--- config.mk ---
export PLATFORM = sky130hd
export DESIGN_NAME = seven_segment_scan_ctrl
export DESIGN_NICKNAME = d
export VERILOG_FILES = /design/src/rtl/seven_segment_scan_ctrl.sv
export SDC_FILE = /design/constraint.sdc
export NUM_CORES = 1
export LEC_CHECK = 0
export ABC_AREA = 1
export CORE_ASPECT_RATIO = 0.8
export CORE_MARGIN = 2
export CORE_UTILIZATION = 41
export DETAILED_ROUTE_END_ITERATION = 10
export PLACE_DENSITY = 0.58
export SETUP_SLACK_MARGIN = 0.1
export SLEW_MARGIN = 20
export SYNTH_ARGS = -nofsm -noshare
export SYNTH_HDL_FRONTEND = slang
export SYNTH_SLANG_ARGS = --single-unit
--- constraint.sdc ---
create_clock -name clk -period 4.94 [get_ports clk]
set_input_delay 0.494 -clock clk [delete_from_list [all_inputs] [get_ports clk]]
set_output_delay 0.494 -clock clk [all_outputs]
set_load 0.01 [all_outputs]
--- src/rtl/seven_segment_scan_ctrl.sv ---
// seven_segment_scan_ctrl: 4-digit multiplexed 7-segment scanner with hex/spin modes and a frame-synchronous load handshake
module seven_segment_scan_ctrl #(
  parameter int TICK_DIV  = 50000,
  parameter int BLANK_CYC = 500,
  parameter int SPIN_DIV  = 20
) (
  input  logic        clk,
  input  logic        rst,
  input  logic [15:0] value,
  input  logic [1:0]  mode,
  input  logic        load,
  output logic        ready,
  output logic [6:0]  seg,
  output logic [3:0]  an,
  output logic        frame_done
);
  localparam int SW = $clog2(TICK_DIV);
  localparam int CW = $clog2(SPIN_DIV + 1);
  localparam logic [SW-1:0] SLOT_LAST  = SW'(TICK_DIV - 1);
  localparam logic [SW-1:0] SLOT_BLANK = SW'(BLANK_CYC);
  localparam logic [CW-1:0] SPIN_LAST  = CW'(SPIN_DIV - 1);
  localparam logic [111:0] HEX_LUT = {7'h71, 7'h79, 7'h5E, 7'h39, 7'h7C, 7'h77, 7'h6F, 7'h7F,
                                      7'h07, 7'h7D, 7'h6D, 7'h66, 7'h4F, 7'h5B, 7'h06, 7'h3F};
  logic [SW-1:0] slot;
  logic [1:0]    digit;
  logic [CW-1:0] spin_cnt;
  logic [2:0]    pos;
  logic [15:0]   act_val, pend_val;
  logic [1:0]    act_mode, pend_mode, mode_n;
  logic          pend, boundary, blank, enter_spin;
  logic [3:0]    nib;
  assign boundary   = slot == SLOT_LAST && digit == 2'd3;
  assign mode_n     = mode == 2'b11 ? 2'b00 : mode;
  assign enter_spin = boundary && pend && pend_mode == 2'b10 && act_mode != 2'b10;
  // Free-running scan counters, pending/active load registers and spin animation state
  always_ff @(posedge clk or negedge rst) begin
    if (!rst) begin
      slot      <= '0;
      digit     <= '0;
      spin_cnt  <= '0;
      pos       <= '0;
      act_val   <= '0;
      act_mode  <= '0;
      pend_val  <= '0;
      pend_mode <= '0;
      pend      <= 1'b0;
    end else begin
      slot <= slot == SLOT_LAST ? '0 : slot + 1'b1;
      if (slot == SLOT_LAST) digit <= digit + 1'b1;
      if (boundary && pend) begin
        act_val  <= pend_val;
        act_mode <= pend_mode;
        pend     <= 1'b0;
      end else if (load && !pend) begin
        pend      <= 1'b1;
        pend_val  <= value;
        pend_mode <= mode_n;
      end
      if (enter_spin) begin
        spin_cnt <= '0;
        pos      <= '0;
      end else if (boundary) begin
        spin_cnt <= spin_cnt == SPIN_LAST ? '0 : spin_cnt + 1'b1;
        if (spin_cnt == SPIN_LAST) pos <= pos == 3'd5 ? 3'd0 : pos + 3'd1;
      end
    end
  end
  // Output decode from registered state only
  always_comb begin
    nib        = act_val[{digit, 2'b00} +: 4];
    blank      = slot < SLOT_BLANK || !(act_mode == 2'b01 || act_mode == 2'b10);
    seg        = blank ? 7'd0 : act_mode == 2'b10 ? 7'd1 << pos : HEX_LUT[7 * int'(nib) +: 7];
    an         = blank ? 4'd0 : 4'd1 << digit;
    ready      = !pend;
    frame_done = boundary;
  end
endmodule

==> run_results.csv <==
group,metric,value,unit
clocking,ctsHtreeMaxLevel,3,
floorplan,die_w,106,um
drt,drt_iter0_drc,99,
global_route,track_usage,17.5,%
sta,fin_crit_sh,65.1,%
synthesis,synthTopCellsByCount,"nand2_1 (162), dfrtp_1 (63), inv_1 (42), nor2_1 (29), o21ai_0 (22)",
clocking,cts_tree,"done",
drt,via_per_inst,4.84,
sta,final_hold_viol_count,0,
cells_and_area,multiInputGateArea,1610,um^2
clocking,cts_made_buffers,9,
sta,tns,0,ns
clocking,cts_resized,0,
cells_and_area,nFillCells,795,
critical_path,required,4.45,ns
global_route,use_met2,26.6,%
global_route,grt_max_degree,64,
global_route,grt_pass1_vias,2681,
floorplan,die_h,85.7,um
synthesis,synth-edff-count,0,
min_path,hp-class,"in2async",
synthesis,yosysTopAreaCell,"dfrtp_1",
clocking,path_clk_slew,0.08,ns
global_route,met1_usage,24.2,%
critical_path,cp-end-kind,"primary output",
clocking,clock-sinks,63,
floorplan,dieArea,9100,um^2
clocking,post-cts-setup-buffers,0,
sta,slew_headroom,46.3,%
sta,skew,0.00983,ns
global_route,grt.overflow.total,0,
sta,worst_pin_slew,0.806,ns
global_route,top_usage_layer,"met2",
cells_and_area,diodes,0,
drt,drc,0,
run,drv_cap,0,
cells_and_area,layout-drive-gt1-share,9.32,%
synthesis,synth_flop_cell,"dfrtp_1",
drt,dr_total_vias,2860,
clocking,cts-root-buf,"clkbuf_8",
synthesis,synth_top_area_share,46.1,%
critical_path,cp-start-kind,"register",
global_route,met3_usage,4.56,%
sta,finalMaxSlewViolations,0,
synthesis,synthTopCellsByArea,"dfrtp_1 (46%), nand2_1 (18%), ha_1 (5.1%)",
power_and_ir_drop,ir_worst_vdd,0.180,mV
floorplan,ioPinCount,34,
clocking,clk_path_buf_depth,2,
sta,finalCriticalPeriod,3.22,ns
synthesis,yosysSeqAreaShare,46.1,%
critical_path,critPathKind,"reg2out",
synthesis,async_reset_ff_share,100,%
synthesis,yosysMostFrequentCell,"nand2_1",
synthesis,postSynthCellCount,439,
synthesis,syn_nets,474,
synthesis,synth-warning-count,0,
sta,max_freq,0.311,GHz
sta,finalSetupViolCount,0,
placed_design,gp_congestion,0.918,
placed_design,dpl.hpwl,5.40,mm
drt,ant_nets,0,
cells_and_area,regArea,1580,um^2
floorplan,row_count,29,
run_status,status,"complete, no violations",
power_and_ir_drop,leakagePower,2.00,nW
power_and_ir_drop,power_density,271,nW/um^2
drt,drt-total-wl,7.40,mm
floorplan,core,8020,um^2
critical_path,critical_path.max_fanout,12,
clocking,insertion_delay,0.35,ns
synthesis,ys_ff_latch,63,
placed_design,port_buffers,33,
synthesis,syn_area_per_cell,7.80,um^2
cells_and_area,syn_to_final_growth,19.2,%
critical_path,cp.arrival,2.72,ns
clocking,hold_buffers,0,
cells_and_area,nNetsFinal,513,
global_route,grt_pass1_wl,12.5,mm
drt,first_pass_iters,4,
synthesis,synth_area,3420,um^2
power_and_ir_drop,total_power,1.10,mW
sta,rsz0062_at_grt,"no",
floorplan,start_util,42.7,%
synthesis,synth_cell_types,35,
global_route,antenna_found_initial,0,
drt,routedWlPerCell,12.5,um
==> kinds of logic after synthesis <==
| family | after synthesis | synth area share [%] |
|---|---|---|
| and+or+nand+nor | 241 | 30.7 |
| DFF | 63 | 46.1 |
| xor gates and xnor gates | 8 | 2.05 |
| AOI/OAI and AO/OA | 54 | 9.06 |
| buffers and inverters | 59 | 7.05 |
| adders and majority gates | 14 | 5.12 |
==> layout make-up <==
cell class | count | area share, %
sequential | 63 | 38.6
inverter | 52 | 4.78
tap | 108 | 3.31
timing repair buffer | 35 | 8.34
clock inverter | 7 | 2.55
clock buffer | 9 | 3.04
multi-input combinational | 317 | 39.3
==> stage by stage <==
stage / cells / hold WS (ns) / setup WS (ns) / area, um^2 / util [%]
6_report: 591 / 0.311 / 1.72 / 4080 / 50.9
4_1_cts: 591 / 0.347 / 1.71 / 4080 / 50.9
5_1_grt: 591 / 0.382 / 1.44 / 4080 / 50.9
3_3_place_gp: 575 / 0.457 / 2.18 / 3850 / 48.0
3_5_place_dp: 575 / 0.456 / 2.10 / 3850 / 48.0
2_1_floorplan: 439 / 0.198 / 2.77 / 3420 / -
==> cells in the final DEF (no fill, tap or decap), types with 9 or more instances in the layout <==
| master | instances |
|---|---|
| clkdlybuf4s50_1 | 32 |
| ha_1 | 14 |
| inv_2 | 9 |
| inv_1 | 42 |
| dfrtp_1 | 63 |
| clkbuf_8 | 9 |
| o21ai_0 | 22 |
| nor2_1 | 29 |
| nand3_1 | 21 |
| nand2_1 | 162 |
| a21oi_1 | 15 |
==> path summary, 6_finish.rpt <==
kind | start | end | slack, ns | depth (start not counted)
max in group asynchronous | rst | pend_val[0]$_DFFE_PN0P_ | 4.09 | 2
min | rst | slot[11]$_DFF_PN0_ | 0.31 | 2
max reg2reg | slot[0]$_DFF_PN0_ | pos[0]$_DFFE_PN0P_ | 2.97 | 10
min reg2reg | slot[0]$_DFF_PN0_ | slot[0]$_DFF_PN0_ | 0.47 | 1
max | digit[0]$_DFFE_PN0N_ | seg[1] | 1.72 | 10
min in group clk | slot[0]$_DFF_PN0_ | slot[0]$_DFF_PN0_ | 0.47 | 1
==> layer usage <==
layer	up-vias	wire (um)	share of wire (%)
met5	-	0	0
met3	10	311	4.2
li1	1473	-	-
met1	1331	3710	50
met2	46	3270	44
met4	0	102	1.4
==> flip-flops by register name (all words and copies together) (netlist names) <==
name       count
act_mode       2
act_val       16
digit          2
pend           1
pend_mode      2
pend_val      16
pos            3
slot          16
spin_cnt       5
==> worst max-delay path, cell delays in order, from the launching register on <==
cell             delay, ns
dfrtp_1               0.54
inv_2                 0.17
nand2_1               0.10
o211ai_1              0.08
nand2_1               0.18
inv_1                 0.13
ha_1                  0.33
nand2_1               0.07
a21oi_1               0.06
a21oi_1               0.17
clkdlybuf4s50_1       0.55
==> report_power, final <==
| group | internal, mW | leakage [nW] | switching, mW |
|---|---|---|---|
| registers | 0.532 | 0.837 | 0.0102 |
| clock network | 0.290 | 0.114 | 0.229 |
| logic | 0.0221 | 1.05 | 0.0212 |
| total | 0.844 | 2.00 | 0.260 |
(Power assumes the default switching activity.)
